`config.mk`:
```
export PLATFORM = sky130hd
export DESIGN_NAME = mode_ctrl
export DESIGN_NICKNAME = d
export VERILOG_FILES = /design/src/rtl/mode_ctrl.sv
export SDC_FILE = /design/constraint.sdc
export NUM_CORES = 1
export LEC_CHECK = 0
export CORE_ASPECT_RATIO = 0.9
export CORE_MARGIN = 2
export CORE_UTILIZATION = 51
export CTS_CLUSTER_DIAMETER = 200
export DETAILED_ROUTE_END_ITERATION = 10
export PLACE_DENSITY = 0.76
export RECOVER_POWER = 100
export SLEW_MARGIN = 20
export SYNTH_ARGS = -nofsm -noshare
export SYNTH_HDL_FRONTEND = slang
export SYNTH_SLANG_ARGS = --single-unit
```
`constraint.sdc`:
```
create_clock -name clk -period 2.7 [get_ports clk]
set_clock_uncertainty 0.05 [all_clocks]
set_input_delay 0.54 -clock clk [delete_from_list [all_inputs] [get_ports clk]]
set_output_delay 0.54 -clock clk [all_outputs]
set_load 0.03 [all_outputs]
```
`src/rtl/mode_ctrl.sv`:
```
// Front-panel mode controller: cycles the display between clock, alarm and stopwatch
// views, drives time-register edit strobes, and falls back to clock view on inactivity.
// Optional blinking of the field being edited is enabled by defining BLINK_EN.
module mode_ctrl #(
    parameter int TIMEOUT_S = 10,
    parameter int CNT_W     = 6
) (
    input  logic       clk,
    input  logic       rst,
    input  logic       tick_1hz,
    input  logic       btn_mode,
    input  logic       btn_set,
    input  logic       btn_up,
    output logic [1:0] mode,
    output logic       edit_clk,
    output logic       edit_alm,
    output logic       edit_sel,
    output logic       inc_pulse,
    output logic       blank_left,
    output logic       blank_right
);

    typedef enum logic [2:0] {
        ST_CLOCK,
        ST_ALARM,
        ST_STOPWATCH,
        ST_CLK_EDIT_H,
        ST_CLK_EDIT_M,
        ST_ALM_EDIT_H,
        ST_ALM_EDIT_M
    } state_t;

    localparam logic [CNT_W-1:0] T_LAST  = CNT_W'((TIMEOUT_S == 0) ? 0 : TIMEOUT_S - 1);
    localparam logic [CNT_W-1:0] CNT_MAX = '1;

    state_t           state, state_n;
    logic [2:0]       btn_q;
    logic [CNT_W-1:0] cnt, cnt_n;
    logic             m_edge, s_edge, u_edge, any_edge;
    logic             timed, t_hit, inc_n;
    logic [1:0]       mode_n;
    logic             edit_clk_n, edit_alm_n, edit_sel_n;

    function automatic logic is_edit(input state_t s);
        return (s == ST_CLK_EDIT_H) || (s == ST_CLK_EDIT_M) ||
               (s == ST_ALM_EDIT_H) || (s == ST_ALM_EDIT_M);
    endfunction

    assign m_edge   = btn_mode & ~btn_q[2];
    assign s_edge   = btn_set  & ~btn_q[1];
    assign u_edge   = btn_up   & ~btn_q[0];
    assign any_edge = m_edge | s_edge | u_edge;
    assign timed    = (state != ST_CLOCK) && (state != ST_STOPWATCH);
    assign t_hit    = (TIMEOUT_S != 0) && tick_1hz && timed && (cnt == T_LAST);

    // Outputs are decoded from the next state so they register on the same
    // edge that samples the button.
    always_comb begin
        // NOTE: every always_comb output gets a default first so no latch is inferred.
        state_n = state;
        if (m_edge) begin
            case (state)
                ST_CLOCK:      state_n = ST_ALARM;
                ST_ALARM:      state_n = ST_STOPWATCH;
                ST_STOPWATCH:  state_n = ST_CLOCK;
                ST_CLK_EDIT_H,
                ST_CLK_EDIT_M: state_n = ST_CLOCK;
                ST_ALM_EDIT_H,
                ST_ALM_EDIT_M: state_n = ST_ALARM;
                default:       state_n = ST_CLOCK;
            endcase
        end else if (s_edge) begin
            case (state)
                ST_CLOCK:      state_n = ST_CLK_EDIT_H;
                ST_ALARM:      state_n = ST_ALM_EDIT_H;
                ST_STOPWATCH:  state_n = ST_STOPWATCH;
                ST_CLK_EDIT_H: state_n = ST_CLK_EDIT_M;
                ST_CLK_EDIT_M: state_n = ST_CLOCK;
                ST_ALM_EDIT_H: state_n = ST_ALM_EDIT_M;
                ST_ALM_EDIT_M: state_n = ST_ALARM;
                default:       state_n = ST_CLOCK;
            endcase
        end else if (!u_edge && t_hit) begin
            state_n = ST_CLOCK;
        end

        cnt_n = cnt;
        if (any_edge || (state_n != state) || !timed)
            cnt_n = '0;
        else if (tick_1hz && (cnt != CNT_MAX))
            cnt_n = cnt + 1'b1;

        inc_n = u_edge & ~m_edge & ~s_edge & is_edit(state);

        mode_n = 2'b00;
        if ((state_n == ST_ALARM) || (state_n == ST_ALM_EDIT_H) || (state_n == ST_ALM_EDIT_M))
            mode_n = 2'b10;
        else if (state_n == ST_STOPWATCH)
            mode_n = 2'b11;
        edit_clk_n = (state_n == ST_CLK_EDIT_H) || (state_n == ST_CLK_EDIT_M);
        edit_alm_n = (state_n == ST_ALM_EDIT_H) || (state_n == ST_ALM_EDIT_M);
        edit_sel_n = (state_n == ST_CLK_EDIT_H) || (state_n == ST_ALM_EDIT_H);
    end

`ifdef BLINK_EN
    logic phase, phase_n;
    logic blank_left_n, blank_right_n;

    // The phase restarts visible on entry to an edit state and while incrementing.
    always_comb begin
        phase_n = phase;
        if (is_edit(state_n) && (state_n != state))
            phase_n = 1'b0;
        else if (u_edge)
            phase_n = 1'b0;
        else if (tick_1hz && is_edit(state))
            phase_n = ~phase;
        blank_left_n  = phase_n && edit_sel_n;
        blank_right_n = phase_n && is_edit(state_n) && !edit_sel_n;
    end
`else
    assign blank_left  = 1'b0;
    assign blank_right = 1'b0;
`endif

    // NOTE: sequential state uses non-blocking assignments only, so every flop
    // samples the pre-edge values regardless of statement order.
    always_ff @(posedge clk) begin
        if (rst) begin
            state     <= ST_CLOCK;
            btn_q     <= '1;
            cnt       <= '0;
            mode      <= 2'b00;
            edit_clk  <= 1'b0;
            edit_alm  <= 1'b0;
            edit_sel  <= 1'b0;
            inc_pulse <= 1'b0;
`ifdef BLINK_EN
            phase       <= 1'b0;
            blank_left  <= 1'b0;
            blank_right <= 1'b0;
`endif
        end else begin
            state     <= state_n;
            btn_q     <= {btn_mode, btn_set, btn_up};
            cnt       <= cnt_n;
            mode      <= mode_n;
            edit_clk  <= edit_clk_n;
            edit_alm  <= edit_alm_n;
            edit_sel  <= edit_sel_n;
            inc_pulse <= inc_n;
`ifdef BLINK_EN
            phase       <= phase_n;
            blank_left  <= blank_left_n;
            blank_right <= blank_right_n;
`endif
        end
    end

endmodule

```
==> qor.csv, run 1 <==
metric,value,unit
result of the run,finished clean,
NetSw,137.7,uW
setup repair after global routing missed its margin,false,
share of layout cells above drive strength 1,0.1026,
io pins,14,
cell area after synthesis,924.6,um2
Max Freq,0.4312,GHz
dpl hpwl,1.240,mm
endpoint required time on the critical path,2880,ps
Finish-stage setup viols,0,
multi-input gate area in the final layout,523.0,um2
Seq pwr share,0.533,
number of enable flip-flop cells after synthesis,0,
overall global routing resource usage,0.1883,
drt wl/cell,12.11,um
number of buffers inserted during clock tree synthesis,3,
Pleak,0.3829,nW
final critical-path required period,2319,ps
Sink Count,18,
proportion of synthesized flip-flops having asynchronous set or reset,0,
clk buf depth,2,
TNS Setup,0,ps
post-synthesis area per instance,8.806,um2
part of the power in the clock network,0.310,
via count of the first global-routing pass,694,
Worst Path Max Fanout,7,
Synth area leader,dfxtp_1,
fraction of power consumed by combinational cells,0.157,
critical path launch point type,primary input,
Seq cells post-synth,18,
largest voltage drop on the vdd net,0.0003904,V
drt pass-1 iters,4,
Post-Route Utilization,0.6391,
number of distinct library cells after synthesis,40,
x dimension of the die,48.88,um
HP Class,flop to flop,
count of input and output buffers,11,
via count,787,
via density per instance,5.582,
Switching Fraction,0.2592,
max capacitance violation total,0,
Post-CTS Repair Setup Buffers,0,
total number of nets in the final design,126,
post-route cell area,1075,um2
sequential area share after synthesis,0.3897,
number of inserted diodes,0,
largest net degree at the start of global routing,11,
dominant cells by area after synthesis,"dfxtp_1 (39%), nor2_1 (4.5%), o21ai_0 (3.2%)",
clock tree from TritonCTS,done,
standard cell core area,1682,um2
Int Power,393.6,uW
critical path class,primary input to flop,
post-placement worst setup slack,249.6,ps
initial DRC count,14,
power density normalized to cell area,494.4,nW/um2
Area Growth Syn to Fin,16.24,%
Synth Flop Type,dfxtp_1,
overflow left after global routing,0,
final worst-path setup slack,380.9,ps
worst endpoint data arrival time,2500,ps
count of fill cells added during filler insertion,145,
number of DRC violations after detailed routing,0,
first-pass GRT wire length,3.077,mm
quantity of gates resized following cts,0,
fraction of post-synthesis cell area in the top cell type by area,0.3897,
hold slack final,510.4,ps
number of levels in the clock H-tree,1,
Cells after Synth,105,
final cycle utilization of the critical path,0.8589,
Final Max Slew Viols,0,
antenna violations before repair,0,
remaining number of nets flagged by the antenna check after routing,0,
clock transition at the registers of the reported paths,100,ps
warning count from the yosys run,0,
cell area after placement,1049,um2
Final Wtd Congestion,0.7901,
cell at the root of the clock tree,clkbuf_4,
number of failing hold endpoints at the final stage,0,
row cnt,14,
DIE HEIGHT,44.40,um
area enclosed by the die boundary,2170,um2
CTS Hold Buffers Added,0,
endpoint type of the worst setup path,flop,
Initial Util,0.5499,
storage element area,360.3,um2
source-to-sink clock delay at the later pin of the worst-skew pair,300,ps
Post-Route WL,1.708,mm
routing by layer:
metal	GRT usage	up-vias	share of wire
met5	0	-	0
met4	0.1029	0	0.016
met3	0.04054	5	0.030
met2	0.2959	20	0.43
met1	0.2463	367	0.52
li1	-	395	-
path summary, 6_finish.rpt:
| path | from | endpoint | slack [ps] | cells past startpoint |
|---|---|---|---|---|
| max | tick_1hz | edit_clk$_SDFF_PP0_ | 380 | 6 |
| min | cnt[4]$_SDFFE_PP0P_ | cnt[4]$_SDFFE_PP0P_ | 510 | 2 |
| max reg2reg | cnt[1]$_SDFFE_PP0P_ | edit_clk$_SDFF_PP0_ | 550 | 7 |
| min reg2reg | cnt[4]$_SDFFE_PP0P_ | cnt[4]$_SDFFE_PP0P_ | 510 | 2 |
sequential cells by signal (all words and copies together) (netlist names):
name	count
state	3
btn_q	3
edit_alm	1
inc_pulse	1
mode	2
cnt	6
edit_sel	1
edit_clk	1
stage by stage:
step | std cells | power, mW
after CTS | 141 | 0.5390
after detailed placement | 137 | 0.3760
after global routing | 141 | 0.5601
after floorplan | 106 | 0.3506
final | 141 | 0.5314
after global placement | 137 | 0.3743
logic make-up (layout without fill, tap and decap cells):
kind of cell,after synthesis,in the layout,share of synthesized area
XOR/XNOR,6,6,0.05684
flip-flops,18,18,0.3897
buffers and inverters,8,19,0.04194
other,1,2,0.004056
adder cells (fa/ha/maj),2,2,0.02706
AND/OR/NAND/NOR,43,43,0.2639
AO/OA/AOI/OAI,27,27,0.2165
power groups by stage:
stage               sequential [mW]  combinational (mW)  clock [mW]
global route                  0.285              0.0917       0.183
finish                        0.283              0.0832       0.165
CTS                           0.284              0.0869       0.169
detailed placement            0.290              0.0863           0
floorplan                     0.295              0.0555           0
global placement              0.289              0.0848           0
worst max-delay path: stages:
cell           delay (ps)
dlygate4sd3_1         580
and4bb_4              220
a311oi_1              260
o32ai_2               210
or4_1                 540
a21oi_1               140
cell type report:
cell class                      count  area share
Clock buffer                        4     0.03376
Inverter                            3     0.01048
Multi-Input combinational cell     80      0.4866
Sequential cell                    18      0.3353
Tap cell                           24     0.02794
Timing Repair Buffer               12      0.1059
synth_stat cells, drive strengths merged (2+ instances only):
cell    number
inv          3
a21oi        3
nand2        5
a311oi       2
xnor2        3
or3          3
xor2         3
nor2        11
nand2b       4
nand3        3
nor4b        2
dfxtp       18
a21boi       2
ha           2
clkbuf       2
o21a         3
a211oi       3
nor2b        4
buf          3
nand4        2
o21ai        6
or2          3
layout by cell type (no fill, tap or decap), types with 2 or more instances in the layout:
| cell type | instances |
|---|---|
| o21a_1 | 3 |
| nor2b_1 | 3 |
| nand4_1 | 2 |
| a21oi_1 | 3 |
| or3_1 | 3 |
| o21ai_0 | 6 |
| dfxtp_1 | 18 |
| clkbuf_4 | 3 |
| clkdlybuf4s50_1 | 2 |
| nor2_1 | 11 |
| a21boi_0 | 2 |
| xnor2_1 | 3 |
| nand3_1 | 3 |
| a311oi_1 | 2 |
| dlygate4sd3_1 | 9 |
| ha_1 | 2 |
| conb_1 | 2 |
| nand2_1 | 5 |
| xor2_1 | 3 |
| or2_2 | 3 |
| nand2b_1 | 4 |
| inv_1 | 3 |
| nor4b_1 | 2 |
| a211oi_1 | 3 |
No activity file was read; power rests on OpenSTA's default activity.
==> run 2: changes to the inputs <==
--- a/config.mk
+++ b/config.mk
@@ -5,11 +5,10 @@
 export SDC_FILE = /design/constraint.sdc
 export NUM_CORES = 1
 export LEC_CHECK = 0
-export CORE_ASPECT_RATIO = 0.9
 export CORE_MARGIN = 2
 export CORE_UTILIZATION = 51
-export CTS_CLUSTER_DIAMETER = 200
 export DETAILED_ROUTE_END_ITERATION = 10
+export GPL_TIMING_DRIVEN = 0
 export PLACE_DENSITY = 0.76
 export RECOVER_POWER = 100
 export SLEW_MARGIN = 20
==> qor.csv, run 2 (synthesis results as in run 1) <==
metric,value,unit,change
result of the run,finished clean,,
total number of nets in the final design,130,,+3.2%
antenna violations before repair,0,,unchanged
io pins,14,,unchanged
final critical-path required period,2316,ps,-2.944 ps
Area Growth Syn to Fin,17.46,%,
via count of the first global-routing pass,633,,-8.8%
row cnt,15,,+1
worst endpoint data arrival time,2500,ps,about the same
via count,817,,+3.8%
storage element area,360.3,um2,unchanged
cell-by-cell trace of the critical path,dlygate4sd3_1 -> nor2b_1 -> a311oi_1 -> o32ai_2 -> or4_1 -> a21oi_1,,
clk buf depth,2,,unchanged
dpl hpwl,1.218,mm,-1.7%
TNS Setup,0,ps,unchanged
standard cell core area,1708,um2,+1.6%
initial DRC count,36,,+22
Worst Tran Pin Value,506.9,ps,
largest voltage drop on the vdd net,0.0004187,V,+7.2%
max reg flops,6,,unchanged
via density per instance,5.634,,+0.95%
most frequent standard cell in the layout excluding fill and tap cells,dfxtp_1,,
source-to-sink clock delay at the later pin of the worst-skew pair,300,ps,about the same
Max Freq,0.4317,GHz,+0.13%
registers with the highest flip-flop counts,"cnt: 6 flops, btn_q: 3 flops, state: 3 flops",,
multi-input gate area in the final layout,523.0,um2,unchanged
overall global routing resource usage,0.1782,,-0.01012
number of buffers inserted during clock tree synthesis,3,,unchanged
Crit path max-delay family,simple AND/OR/NAND/NOR gates,,
cell at the root of the clock tree,clkbuf_4,,
Post-CTS Repair Setup Buffers,0,,unchanged
remaining number of nets flagged by the antenna check after routing,0,,unchanged
share of layout cells above drive strength 1,0.1167,,+0.01410
clock tree from TritonCTS,done,,
max incr delay on CP,560,ps,-20 ps
Finish-stage setup viols,0,,unchanged
max capacitance violation total,0,,unchanged
count of fill cells added during filler insertion,150,,+3.4%
Final Wtd Congestion,0.7454,,-5.7%
number of levels in the clock H-tree,1,,unchanged
power density normalized to cell area,463.2,nW/um2,-6.3%
drt wl/cell,11.68,um,-3.6%
critical path class,primary input to flop,,
quantity of gates resized following cts,0,,unchanged
post-route cell area,1086,um2,+1.0%
Worst Path Max Fanout,7,,unchanged
cell area after placement,1070,um2,+2.0%
number of failing hold endpoints at the final stage,0,,unchanged
number of inserted diodes,0,,unchanged
Final Max Slew Viols,0,,unchanged
largest net degree at the start of global routing,11,,unchanged
first-pass GRT wire length,2.691,mm,-13%
worst slew margin relative to its limit,0.6621,,
x dimension of the die,46.58,um,-4.7%
CTS Hold Buffers Added,0,,unchanged
overflow left after global routing,0,,unchanged
Sink Count,18,,unchanged
endpoint type of the worst setup path,flop,,
count of input and output buffers,11,,unchanged
number of DRC violations after detailed routing,0,,unchanged
HP Class,flop to flop,,
drt pass-1 iters,4,,unchanged
endpoint required time on the critical path,2880,ps,about the same
Pleak,0.3934,nW,+2.7%
cell with the biggest individual delay on the critical path,dlygate4sd3_1,,
Largest Register,cnt,,
critical path buffer and inverter count,1,,unchanged
clock transition at the registers of the reported paths,100,ps,about the same
DIE HEIGHT,46.58,um,+4.9%
Initial Util,0.5414,,-0.008459
final cycle utilization of the critical path,0.8578,,-0.001090
setup repair after global routing missed its margin,false,,
"top library cells by usage in the layout, fill and taps aside","dfxtp_1 (18), nor2_1 (11), dlygate4sd3_1 (9), o21ai_0 (6), nand2_1 (5)",,
critical path launch point type,primary input,,
Post-Route WL,1.693,mm,-0.88%
area enclosed by the die boundary,2170,um2,about the same
-- run 2: cell types whose count changed in the layout (fill, tap and decap cells not counted), sizes merged --
cell	previous run	this run
buf	0	3
-- run 2: path summary, 6_finish.rpt --
check	startpoint	endpoint	slack (ps)	depth (start not counted)
setup / recovery	btn_set	edit_clk$_SDFF_PP0_	380	6
hold / removal	cnt[4]$_SDFFE_PP0P_	cnt[4]$_SDFFE_PP0P_	520	2
setup reg to reg	cnt[1]$_SDFFE_PP0P_	edit_clk$_SDFF_PP0_	520	7
hold reg to reg	cnt[4]$_SDFFE_PP0P_	cnt[4]$_SDFFE_PP0P_	520	2
-- run 2: layout make-up --
type / count / area share
multi-input cells: 80 / 0.4816
flip-flops and latches: 18 / 0.3318
repair buffers: 11 / 0.1014
well taps: 25 / 0.02880
plain buffers: 5 / 0.02535
clock buffers: 3 / 0.02074
inverters: 3 / 0.01037
-- run 2: worst reg2reg max path, delay by kind of cell, from the launching register on --
family | cells | cell delay (ps)
and+or+nand+nor | 2 | 710
AOI/OAI and AO/OA | 3 | 700
DFF | 1 | 420
adders and majority gates | 1 | 180
buffers and inverters | 1 | 60
-- run 2: power breakdown --
group          switching (mW)  leakage, nW  internal (mW)
Sequential            0.00489        0.147          0.275
Combinational          0.0509        0.233         0.0384
Clock                  0.0815       0.0138         0.0520
Total                   0.137        0.393          0.366
-- run 2: per-stage QoR --
stage                     power, mW  hold WS (ps)  std cells    util  worst slack [ps]
after global placement       0.3767         484.1        142  0.6264             238.5
after CTS                    0.5106         511.9        145  0.6396             536.1
final                        0.5031         523.4        145  0.6359             383.8
after floorplan              0.3506         454.8        106       -             770.6
after global routing         0.5274         553.1        145  0.6359             246.4
after detailed placement     0.3783         496.7        142  0.6264             232.8
-- run 2: per-layer routing --
metal / GRT usage / vias to the layer above / share of wire
met2: 0.2389 / 40 / 0.41
met4: 0.1029 / 0 / 0.024
met1: 0.2589 / 366 / 0.49
met3: 0.03529 / 5 / 0.067
li1: - / 406 / -
met5: 0 / - / 0
